`config.mk`:
```
export PLATFORM = sky130hd
export DESIGN_NAME = hazard_fwd_unit
export DESIGN_NICKNAME = d
export VERILOG_FILES = /design/src/rtl/riscv_hzd_pkg.sv /design/src/rtl/hzd_fwd_sel.sv /design/src/rtl/hazard_fwd_unit.sv
export SDC_FILE = /design/constraint.sdc
export NUM_CORES = 1
export LEC_CHECK = 0
export BUFFER_PORTS_ARGS = -buffer_cell sky130_fd_sc_hd__buf_4
export CAP_MARGIN = 15
export CORE_UTILIZATION = 48
export CTS_CLUSTER_DIAMETER = 200
export CTS_CLUSTER_SIZE = 12
export DETAILED_ROUTE_END_ITERATION = 8
export PLACE_DENSITY = 0.75
export SLEW_MARGIN = 5
export SYNTH_ARGS = -nofsm -noshare
export SYNTH_HDL_FRONTEND = slang
export SYNTH_SLANG_ARGS = --single-unit
```
`constraint.sdc`:
```
create_clock -name i_clk -period 2 [get_ports i_clk]
set_input_delay 0.2 -clock i_clk [delete_from_list [all_inputs] [get_ports i_clk]]
set_output_delay 0.2 -clock i_clk [all_outputs]
set_load 0.01 [all_outputs]
```
`src/rtl/riscv_hzd_pkg.sv`:
```
// Shared types and opcode constants for the pipeline hazard/forwarding unit.
//   fwd_sel_e   : forwarding select encoding driven onto forward_a/forward_b
//   hzd_entry_t : one shadow pipeline slot {vld, rd, wren, load}
//   uses_rs1/2  : source-register usage decoded from the major opcode
package riscv_hzd_pkg;

   typedef enum logic [1:0] {
      FWD_RF  = 2'd0,
      FWD_WB  = 2'd1,
      FWD_MEM = 2'd2,
      FWD_EX  = 2'd3
   } fwd_sel_e;

   localparam logic [6:0] OP_R      = 7'b0110011;
   localparam logic [6:0] OP_I      = 7'b0010011;
   localparam logic [6:0] OP_LOAD   = 7'b0000011;
   localparam logic [6:0] OP_STORE  = 7'b0100011;
   localparam logic [6:0] OP_BRANCH = 7'b1100011;
   localparam logic [6:0] OP_JAL    = 7'b1101111;
   localparam logic [6:0] OP_JALR   = 7'b1100111;
   localparam logic [6:0] OP_LUI    = 7'b0110111;
   localparam logic [6:0] OP_AUIPC  = 7'b0010111;

   typedef struct packed {
      logic       vld;
      logic [4:0] rd;
      logic       wren;
      logic       load;
   } hzd_entry_t;

   function automatic logic uses_rs1(input logic [6:0] op);
      case (op)
         OP_R, OP_I, OP_LOAD, OP_STORE, OP_BRANCH, OP_JALR: return 1'b1;
         OP_JAL, OP_LUI, OP_AUIPC:                         return 1'b0;
         default:                                          return 1'b0;
      endcase
   endfunction

   function automatic logic uses_rs2(input logic [6:0] op);
      case (op)
         OP_R, OP_STORE, OP_BRANCH: return 1'b1;
         default:                   return 1'b0;
      endcase
   endfunction

endpackage

```
`src/rtl/hzd_fwd_sel.sv`:
```
// Compares one ID-stage source register against the EX/MEM/WB shadow entries.
//   i_rs       : source register index from the ID instruction
//   i_used     : the ID instruction actually reads this source
//   i_ex/mem/wb: shadow pipeline entries
//   o_sel      : forwarding select (EX non-load > MEM non-load > WB > regfile)
//   o_load_hit : source matches a load still in EX or MEM (load-use hazard)
module hzd_fwd_sel
   import riscv_hzd_pkg::*;
(
   input  logic [4:0] i_rs,
   input  logic       i_used,
   input  hzd_entry_t i_ex,
   input  hzd_entry_t i_mem,
   input  hzd_entry_t i_wb,
   output fwd_sel_e   o_sel,
   output logic       o_load_hit
);

   logic w_hit_ex;
   logic w_hit_mem;
   logic w_hit_wb;
   logic w_unused_wb_load;

   function automatic logic entry_match(input hzd_entry_t e, input logic [4:0] rs);
      return e.vld && e.wren && (e.rd != 5'd0) && (e.rd == rs);
   endfunction

   assign w_hit_ex  = i_used && entry_match(i_ex, i_rs);
   assign w_hit_mem = i_used && entry_match(i_mem, i_rs);
   assign w_hit_wb  = i_used && entry_match(i_wb, i_rs);

   // Load data is already on the write-back bus, so a WB load forwards normally.
   assign w_unused_wb_load = i_wb.load;

   always_comb begin
      o_sel = FWD_RF;
      if (w_hit_ex && !i_ex.load)
         o_sel = FWD_EX;
      else if (w_hit_mem && !i_mem.load)
         o_sel = FWD_MEM;
      else if (w_hit_wb)
         o_sel = FWD_WB;
   end

   assign o_load_hit = (w_hit_ex && i_ex.load) || (w_hit_mem && i_mem.load);

endmodule

```
`src/rtl/hazard_fwd_unit.sv`:
```
// Pipeline hazard controller for the 5-stage core.
// Tracks its own EX/MEM/WB shadow of {vld, rd, wren, load} and derives, purely
// combinationally from that shadow and the ID inputs:
//   forward_a/forward_b : rs1/rs2 source select (0 rf, 1 wb, 2 mem, 3 ex)
//   stall_pc/stall_ifid : hold fetch (load-use stall or memory freeze)
//   flush_ifid          : taken branch in EX, squash IF/ID
//   flush_idex          : bubble into ID/EX (load-use stall or taken branch)
//   stall_cnt/flush_cnt : saturating event counters
// Inputs: i_clk, i_reset (sync, active-high), instr_id, id_vld, rd_wren_id,
// is_load_id, br_taken_ex, mem_stall.
module hazard_fwd_unit
   import riscv_hzd_pkg::*;
#(
   parameter int CNT_W = 32
) (
   input  logic             i_clk,
   input  logic             i_reset,
   input  logic [31:0]      instr_id,
   input  logic             id_vld,
   input  logic             rd_wren_id,
   input  logic             is_load_id,
   input  logic             br_taken_ex,
   input  logic             mem_stall,
   output logic [1:0]       forward_a,
   output logic [1:0]       forward_b,
   output logic             stall_pc,
   output logic             stall_ifid,
   output logic             flush_ifid,
   output logic             flush_idex,
   output logic [CNT_W-1:0] stall_cnt,
   output logic [CNT_W-1:0] flush_cnt
);

   hzd_entry_t       r_ex;
   hzd_entry_t       r_mem;
   hzd_entry_t       r_wb;
   logic [CNT_W-1:0] r_stall_cnt;
   logic [CNT_W-1:0] r_flush_cnt;

   logic [6:0]       w_op;
   logic             w_use_rs1;
   logic             w_use_rs2;
   fwd_sel_e         w_sel_rs1;
   fwd_sel_e         w_sel_rs2;
   logic             w_lh_rs1;
   logic             w_lh_rs2;
   logic             w_load_use;
   hzd_entry_t       w_ex_nxt;
   logic             w_unused_fields;

   assign w_op      = instr_id[6:0];
   assign w_use_rs1 = uses_rs1(w_op);
   assign w_use_rs2 = uses_rs2(w_op);

   // funct3/funct7 do not influence hazards.
   assign w_unused_fields = ^{instr_id[31:25], instr_id[14:12]};

   hzd_fwd_sel u_sel_rs1 (
      .i_rs       (instr_id[19:15]),
      .i_used     (w_use_rs1),
      .i_ex       (r_ex),
      .i_mem      (r_mem),
      .i_wb       (r_wb),
      .o_sel      (w_sel_rs1),
      .o_load_hit (w_lh_rs1)
   );

   hzd_fwd_sel u_sel_rs2 (
      .i_rs       (instr_id[24:20]),
      .i_used     (w_use_rs2),
      .i_ex       (r_ex),
      .i_mem      (r_mem),
      .i_wb       (r_wb),
      .o_sel      (w_sel_rs2),
      .o_load_hit (w_lh_rs2)
   );

   assign forward_a  = w_sel_rs1;
   assign forward_b  = w_sel_rs2;
   assign w_load_use = id_vld && (w_lh_rs1 || w_lh_rs2);

   // Freeze beats branch flush beats load-use stall. A frozen branch stays in
   // EX and is acted on once mem_stall drops.
   always_comb begin
      stall_pc   = 1'b0;
      stall_ifid = 1'b0;
      flush_ifid = 1'b0;
      flush_idex = 1'b0;
      if (mem_stall) begin
         stall_pc   = 1'b1;
         stall_ifid = 1'b1;
      end else if (br_taken_ex) begin
         flush_ifid = 1'b1;
         flush_idex = 1'b1;
      end else if (w_load_use) begin
         stall_pc   = 1'b1;
         stall_ifid = 1'b1;
         flush_idex = 1'b1;
      end
   end

   always_comb begin
      w_ex_nxt = '0;
      if (!flush_idex) begin
         w_ex_nxt.vld  = id_vld;
         w_ex_nxt.rd   = instr_id[11:7];
         w_ex_nxt.wren = rd_wren_id;
         w_ex_nxt.load = is_load_id;
      end
   end

   always_ff @(posedge i_clk) begin
      if (i_reset) begin
         r_ex        <= '0;
         r_mem       <= '0;
         r_wb        <= '0;
         r_stall_cnt <= '0;
         r_flush_cnt <= '0;
      end else if (!mem_stall) begin
         r_wb  <= r_mem;
         r_mem <= r_ex;
         r_ex  <= w_ex_nxt;
         if (br_taken_ex) begin
            if (r_flush_cnt != '1)
               r_flush_cnt <= r_flush_cnt + CNT_W'(1);
         end else if (w_load_use) begin
            if (r_stall_cnt != '1)
               r_stall_cnt <= r_stall_cnt + CNT_W'(1);
         end
      end
   end

   assign stall_cnt = r_stall_cnt;
   assign flush_cnt = r_flush_cnt;

endmodule

```
# After elaboration in Yosys (flattened, before gate mapping)
# Index checks and enable logic that the tools add are counted.
[totals] ff_bits=87 output_inout_bits=72
[op_classes] addsub=2 eq_ne=14 mux=16 bitwise=2 reduce_logical=39
[op_table] cell="$add 32x1->32 const B" n=2
[op_table] cell="$ne 32x32->1 const B" n=2
[op_table] cell="$eq 5x5->1" n=6
[op_table] cell="$logic_and 1x1->1" n=27
[op_table] cell="$reduce_bool 5->1" n=3
[op_table] cell="$eq 7x6->1 const B" n=2
[op_table] cell="$eq 7x7->1 const B" n=2
[op_table] cell="$mux 1" n=11
[op_table] cell="$mux 2" n=4
[op_table] cell="$mux 8" n=1
[op_table] cell="$eq 7x2->1 const B" n=1
[op_table] cell="$eq 7x5->1 const B" n=1
[op_table] cell="$reduce_or 6->1" n=1
[op_table] cell="$reduce_and 4->1" n=1
[op_table] cell="$logic_or 1x1->1" n=3
[op_table] cell="$reduce_and 3->1" n=1
[op_table] cell="$reduce_or 3->1" n=1
[op_table] cell="$logic_not 1->1" n=2
[op_table] cell="$not 1->1" n=2

# Longest topological paths before layout
# Gate-level depths: netlist of run 1.
[logic_depth] word_depth=12 mapped_depth=10 depth_no_buf=8

# Cells and area by module
# Synthesis of run 1 repeated with hierarchy kept, for this count alone.
[unflattened] cells_unflattened=556 hier_area_um2=4695.8
[modules_own_cells] mod="hazard_fwd_unit" instances=1 cells_per_inst=480 area_each_um2=4175.3
[modules_own_cells] mod="hzd_fwd_sel" instances=2 cells_per_inst=38 area_each_um2=260.2

# Worst setup path before layout of run 1
# No wires, ideal clock.
[synth_path] path_kind="flip-flop to output port" from="register r_mem[3] (netlist bit)" to="output port stall_pc" arrival_time_ns=2.057 required_ns=1.800 path_slack_ns=-0.257 path_stages_with_launch=9 cell_sequence="dfxtp_1 xnor2_1 nand2_1 or4_1 a21oi_4 o21ai_0 buf_2 o21bai_1 buf_4"
[synth_via] elab_chain_cells=11
[synth_lines] element="start, declared" line_no="hazard_fwd_unit.sv:35" source="hzd_entry_t r_mem;"
[synth_lines] element="start signal, assigned" line_no="hazard_fwd_unit.sv:121" source="r_mem <= r_ex;"
[synth_lines] element="$reduce_bool 5->1" line_no="hzd_fwd_sel.sv:25" source="return e.vld && e.wren && (e.rd != 5'd0) && (e.rd == rs);"
[synth_lines] element="$logic_and 1x1->1 (2 in series)" line_no="hzd_fwd_sel.sv:25"
[synth_lines] element="$logic_and 1x1->1" line_no="hzd_fwd_sel.sv:29" source="assign w_hit_mem = i_used && entry_match(i_mem, i_rs);"
[synth_lines] element="$logic_and 1x1->1" line_no="hzd_fwd_sel.sv:45" source="assign o_load_hit = (w_hit_ex && i_ex.load) || (w_hit_mem && i_mem.load);"
[synth_lines] element="$logic_or 1x1->1" line_no="hzd_fwd_sel.sv:45"
[synth_lines] element="$logic_or 1x1->1 *" line_no="hazard_fwd_unit.sv:80" source="assign w_load_use = id_vld && (w_lh_rs1 || w_lh_rs2);"
[synth_lines] element="$logic_and 1x1->1 *" line_no="hazard_fwd_unit.sv:80"
[synth_lines] element="$mux 1 * (3 in series)"
[synth_lines] element="end, declared" line_no="hazard_fwd_unit.sv:26" source="output logic stall_pc,"
# Mark *: on every way between the ends. The rest lies on a longest branch, timed or not.

# Worst setup path after layout of run 1
[layout_path] from="register r_ex[5] (netlist bit)" to="output port stall_ifid"
[layout_via] elab_chain_cells=11
[layout_lines] element="start, declared" line_no="hazard_fwd_unit.sv:34" source="hzd_entry_t r_ex;"
[layout_lines] element="start signal, assigned" line_no="hazard_fwd_unit.sv:122" source="r_ex <= w_ex_nxt;"
[layout_lines] element="$reduce_bool 5->1" line_no="hzd_fwd_sel.sv:25"
[layout_lines] element="$logic_and 1x1->1 (2 in series)" line_no="hzd_fwd_sel.sv:25"
[layout_lines] element="$logic_and 1x1->1" line_no="hzd_fwd_sel.sv:28" source="assign w_hit_ex = i_used && entry_match(i_ex, i_rs);"
[layout_lines] element="$logic_and 1x1->1" line_no="hzd_fwd_sel.sv:45"
[layout_lines] element="$logic_or 1x1->1" line_no="hzd_fwd_sel.sv:45"
[layout_lines] element="$logic_or 1x1->1 *" line_no="hazard_fwd_unit.sv:80"
[layout_lines] element="$logic_and 1x1->1 *" line_no="hazard_fwd_unit.sv:80"
[layout_lines] element="$mux 1 *" line_no="hazard_fwd_unit.sv:95" source="end else if (w_load_use) begin"
[layout_lines] element="$mux 1 *" line_no="hazard_fwd_unit.sv:92" source="end else if (br_taken_ex) begin"
[layout_lines] element="$mux 1 *" line_no="hazard_fwd_unit.sv:89" source="if (mem_stall) begin"
[layout_lines] element="end, declared" line_no="hazard_fwd_unit.sv:27" source="output logic stall_ifid,"
# Marks and branches as above.

==> out/results.ini, run 1 <==
[status]
outcome = finished, violations left
violations = setup timing

[detailed_routing]
via_per_inst = 5.87
vias = 5033
first_pass_iters = 8
finalWirelength_um = 14800
drc = 0
wire_per_inst_um = 17.2
drtAntennaViolNets = 0
drt_iter0_drc = 241

[cts]
cts_root_buffer = clkbuf_8
cts_tree = yes
insertion_delay_ps = 360
cts_sinks = 87
hold_buffers = 0
clk_pin_slew_ps = 80
clock_tree.buffer_depth = 2
cts_max_level = 3
cts_buffers = 9

[floorplanning]
dieArea_um2 = 9830
dieHeight_um = 99.1
chipWidth_um = 99.1
num_rows = 35
design.core.area_um2 = 9200
initial_utilization_pct = 49.2
num_io_pins = 111

[cells_and_area]
n_antenna_cell = 0
nFillCells = 654
regArea_um2 = 1770
area_delta_synth_final_pct = 51.0
final_area_um2 = 6840
final_common_cell = buf_4
layout_common_cells = buf_4, dfxtp_1, nor2_1, nand2_1, nand4_1
layout.nets = 784
drive_above_1_share_pct = 40.8
multi_input_area_um2 = 2930

[pwr]
power_density_nw_per_um2 = 532
vdd_drop_max_mv = 0.402
leakage_nw = 2.79

[logic_synthesis]
synth_area_leader_cell = dfxtp_1
async_flop_share_pct = 0
yosys.area.top_type_share_pct = 38.5
synth.distinct_cells = 50
ys_warn_count = 0
syn_nets = 582
seq_area_frac_synth_pct = 38.5
synth_top_flop_cell = dfxtp_1
synth-edff-count = 0
synthTopCellsByArea = dfxtp_1, xnor2_1, nor2_1, xor2_1, nand4_1
netlist_area_um2 = 4530
syn_avg_cell_area_um2 = 8.37
ys_ff_latch = 87
syn-instance-count = 541

[sta]
fin_crit_ps = 2450
clock_skew_ps = 12.8
worstMarginPinSlew_ps = 546
postLayoutSetupSlackWorst_ps = -447
hold_viol = 0
setup_tns_ps = -14790
rsz0062_at_grt = yes
maxSlewViolCount = 0
period_share_pct = 122
fmax_mhz = 409
finalSetupViolations = 47
max-slew-margin-rel_pct = 63.6

[grt]
antenna_found_initial = 0
grt_max_degree = 49
first_global_vias = 4863
grt.total_usage_pct = 28.5
grt_pass1_wl_um = 22600
grt_overflow = 0

[flow_run]
drv_cap = 0

[worst_setup_path]
crit_path_start_kind = register
crit_required_ps = 1800
reg2reg_setup_slack_ps = -420
endpoint_kind = primary output
crit_type = register to primary output
worstPathMaxFanout = 4
worst-endpoint-arrival_ps = 2250

[placed_design]
hpwl_um = 9600
place_congestion = 0.973
placed_area_um2 = 6080
portBuffers = 100

[hold_path]
hold_path_class = primary input to register

## path summary, 6_finish.rpt
| check | from | endpoint | cells after the start |
|---|---|---|---|
| setup / recovery | r_ex[5] | stall_ifid | 8 |
| hold / removal | instr_id[10] | r_ex[5] | 3 |
| setup reg to reg | r_ex[5] | stall_cnt[10] | 7 |
| hold reg to reg | flush_cnt[31] | flush_cnt[31] | 2 |
## flip-flops by register name (all words and copies together) (netlist names)
name	cells
r_wb	7
flush_cnt	32
stall_cnt	32
r_mem	8
r_ex	8
## stage by stage
step / setup slack (ps) / hold WS, ps / instances / power [mW] / utilization, %
finish: -447 / 115 / 858 / 3.64 / 74.4
global route: -506 / 104 / 858 / 3.75 / 74.4
CTS: -376 / 104 / 852 / 3.62 / 71.7
detailed placement: -319 / 467 / 824 / 2.05 / 66.1
global placement: -244 / 450 / 824 / 2.05 / 66.1
floorplan: -209 / 365 / 541 / 1.93 / -
## cells in the mapped netlist, drive strengths merged (2+ instances only)
master / number
or3: 24
mux2i: 17
nor2b: 5
ha: 2
xnor2: 31
mux2: 2
or4: 13
nand2: 41
and3: 12
dfxtp: 87
nand3b: 3
inv: 6
and4: 9
a211oi: 3
nand4: 30
and2: 3
o2111ai: 2
nand3: 22
o211ai: 2
clkbuf: 13
nor4: 6
xor2: 29
a21oi: 34
o31ai: 9
buf: 12
nor2: 74
nor3: 10
o21ai: 24
a32oi: 7
## cell type report
class	count	area share (%)
clock buffers	9	1.81
clock inverters	6	1.96
inverters	6	0.329
multi-input cells	423	42.8
flip-flops and latches	87	25.9
well taps	111	2.03
repair buffers	216	25.2
## cell families (layout without fill, tap and decap cells)
family | after synthesis | in the layout | share of synthesized area [%]
DFF | 87 | 87 | 38.5
muxes | 19 | 19 | 4.26
adders and majority gates | 2 | 2 | 0.553
xor gates and xnor gates | 60 | 60 | 11.6
and+or+nand+nor | 254 | 254 | 29.3
buffers and inverters | 31 | 237 | 3.37
AOI/OAI and AO/OA | 88 | 88 | 12.4
## per-layer routing
layer | global-route usage, % | up-vias | part of all wire (%) | wire, um
li1 | - | 2369 | - | -
met1 | 33.8 | 2400 | 39 | 5820
met2 | 50.5 | 203 | 51 | 7560
met3 | 4.43 | 61 | 5.5 | 811
met4 | 13.7 | 0 | 4.0 | 585
met5 | 0 | - | 0 | 0
## critical path: stages, from the launching register on
cell and delay (ps):
dfxtp_2 350, xnor2_1 190, nand2_1 90, or4_4 580, a21oi_4 170, o21ai_1 70
buf_4 160, o21bai_4 160, buf_6 120
## timing repair
item | in CTS | in global routing
setup endpoints to repair | 45 | 61
pin swaps | 20 | 45
gates resized for setup | 25 | 60
cloned | 2 | 1
setup buffers | 11 | 6
## power breakdown
group / internal (mW) / switching (mW) / total, mW / leakage, nW
Clock: 0.949 / 0.640 / 1.59 / 0.129
Combinational: 0.143 / 0.154 / 0.297 / 1.95
Sequential: 1.74 / 0.0144 / 1.75 / 0.710
Total: 2.83 / 0.808 / 3.64 / 2.79
(Power assumes the default switching activity.)
==> inputs of run 2 (changes only) <==
CORE_UTILIZATION = 50   (was 48)
HOLD_SLACK_MARGIN = 0.12   (was unset)
PLACE_DENSITY = 0.74   (was 0.75)
clock period = 2.6 ns   (was 2 ns; I/O delays follow)
==> run 2 against run 1 <==
The flow now finishes without violations. Via count is 13% lower. Worst hold slack better by 56 ps. Core utilization decreased by 11 points. Register-to-register slack improved by 590 ps. Combinational power shrank 45%. Non-clock buffer count is 102 lower. Routed wire length is 23% lower. Cell area fell by 18%. Largest power group unchanged.
==> out/results.ini, run 2 (synthesis results as in run 1) <==
[worst_setup_path]
reg2reg_from = r_ex[3]
reg2reg_setup_slack_ps = 170  ; +590 ps
r2r-end = stall_cnt[10]
critPathTopFamily = simple AND/OR/NAND/NOR gates
worstPathMaxFanout = 5  ; +1
crit_required_ps = 2340  ; +540 ps
crit_path_max_incr_delay_ps = 570  ; about the same
cp_num_buf_inv = 1  ; -1
worst-endpoint-arrival_ps = 2220  ; -30 ps
cpMaxStageDelayCell = or4_4
endpoint_kind = primary output
ff2ff_path_depth = 6  ; -1
crit_path_start_kind = register
crit_type = register to primary output
crit_chain = xnor2_1, nand2_1, or4_4, a21oi_2, o21ai_2, o21bai_1, buf_4

[cts]
cts_max_level = 3  ; unchanged
cts_setup_buffers = 0  ; -11
cts_root_buffer = clkbuf_8
insertion_delay_ps = 350  ; about the same
cts_tree = yes
cts_buffers = 9  ; unchanged
cts_sinks = 87  ; unchanged
clk_pin_slew_ps = 90  ; about the same
clock_tree.buffer_depth = 2  ; unchanged
hold_buffers = 0  ; unchanged

[cells_and_area]
layout_common_cells = buf_4, dfxtp_1, nor2_1, nand2_1, a21oi_1
final_common_cell = buf_4
fin_util_pct = 63.7  ; -11 points
n_antenna_cell = 0  ; unchanged
area_delta_synth_final_pct = 23.3
drive_above_1_share_pct = 22.6  ; -18 points
nFillCells = 774  ; +18%
layout.nets = 682  ; -13%

[hold_path]
hold_start = instr_id[7]
hold_end = r_ex[2]
min_delay_path_depth = 3  ; unchanged
hold_path_class = primary input to register

[floorplanning]
design.core.area_um2 = 8760  ; -4.7%
num_io_pins = 111  ; unchanged
dieHeight_um = 97.2  ; -2.0%
initial_utilization_pct = 51.7  ; +2.4 points
num_rows = 34  ; -2.9%
dieArea_um2 = 9440  ; -3.9%
chipWidth_um = 97.2  ; -2.0%

[pwr]
leakage_nw = 2.12  ; -24%
p_comb_share_pct = 6.9  ; -1.3 points
p_seq_share_pct = 57.5  ; +9.3 points
power_density_nw_per_um2 = 423  ; -21%
vdd_drop_max_mv = 0.282  ; -30%
p_total_mw = 2.36  ; -35%
swShare_pct = 25.0  ; +2.9 points
power.internal_mw = 1.77  ; -38%
clkPwrFrac_pct = 35.6  ; -8.1 points
switching_power_uw = 591  ; -27%

[grt]
first_global_vias = 3936  ; -19%
grt_pass1_wl_um = 18600  ; -18%
grt.total_usage_pct = 24.0  ; -4.5 points
grt_overflow = 0  ; unchanged
antenna_found_initial = 0  ; unchanged
grt_max_degree = 76  ; +55%

[sta]
hold_slack_ps = 171  ; +56.1 ps
fin_crit_ps = 2480
maxSlewViolCount = 0  ; unchanged
rsz0062_at_grt = no
fmax_mhz = 403
clock_skew_ps = 16.5  ; +3.78 ps
hold_viol = 0  ; unchanged
finalSetupViolations = 0  ; -100%
max-slew-margin-rel_pct = 48.5  ; -15 points
period_share_pct = 95.3
worstMarginPinSlew_ps = 772  ; +227 ps
postLayoutSetupSlackWorst_ps = 122  ; +569 ps
setup_tns_ps = 0  ; +14790 ps

[placed_design]
portBuffers = 100  ; unchanged
place_ws_ps = 158  ; +478 ps
hpwl_um = 8250  ; -14%
place_congestion = 0.892  ; -8.3%

[status]
outcome = finished clean

[detailed_routing]
drt_iter0_drc = 223  ; -7.5%
wire_per_inst_um = 15.0  ; -13%
drc = 0  ; unchanged
finalWirelength_um = 11300  ; -23%
vias = 4364  ; -13%
drtAntennaViolNets = 0  ; unchanged
first_pass_iters = 5  ; -3
via_per_inst = 5.79  ; -1.3%

[flow_run]
drv_cap = 0  ; unchanged

run 2: cell count changes in the layout (fill, tap and decap cells not counted), moves of 5 or more:
cell and change:
buf_6 -15, a21oi_2 -11, buf_4 -85, dfxtp_1 +10, a21oi_1 +12, o21ai_0 +7
dfxtp_2 -5, dfxtp_4 -5, or3_4 -9, or3_1 +9, o21ai_1 -8
run 2: tightest hold or removal path: stages:
cell,delay (ps)
buf_4,80
a32oi_1,70
nor2_1,80
run 2: layer usage:
metal	up-vias	part of all wire [%]	wire [um]	global-route usage, %
met5	-	0	0	0
met4	0	1.5	164	8.04
met3	18	5.3	596	3.88
met2	129	48	5420	40.2
met1	2060	45	5130	31.3
li1	2157	-	-	-
run 2: what timing repair did:
action,CTS,global route
gates resized for setup,2,3
endpoints found under the setup margin,3,3
cloned,0,0
pin swaps,0,0
run 2: how the worst max path moves through the flow:
stage | start | cells after the start | end
5_1_grt | r_mem[2] | 7 | forward_b[0]
3_3_place_gp | r_ex[3] | 6 | stall_cnt[10]
3_5_place_dp | r_ex[3] | 6 | stall_cnt[10]
6_report | r_ex[5] | 7 | stall_ifid
2_1_floorplan | r_mem[3] | 8 | stall_pc
4_1_cts | r_mem[5] | 7 | forward_b[0]
run 2: power groups by stage:
stage	logic, mW	registers, mW	clock network, mW
2_1_floorplan	0.0961	1.38	0
6_report	0.164	1.36	0.839
5_1_grt	0.179	1.36	0.916
3_5_place_dp	0.163	1.39	0
4_1_cts	0.164	1.36	0.865
3_3_place_gp	0.162	1.39	0
run 2: area by class of cell:
class,count,area [um^2],share of cell area [%]
Multi-Input combinational cell,423,2640,47.3
Sequential cell,87,1750,31.3
Timing Repair Buffer,114,868,15.6
Tap cell,108,135,2.42
Clock buffer,10,128,2.29
Clock inverter,6,45.0,0.807
Inverter,6,22.5,0.403
run 2: per-stage QoR:
stage / cell area [um^2] / std cells
final: 5580 / 754
after global placement: 5400 / 738
after global routing: 5580 / 754
after detailed placement: 5400 / 738
after CTS: 5580 / 754
after floorplan: 4530 / 541
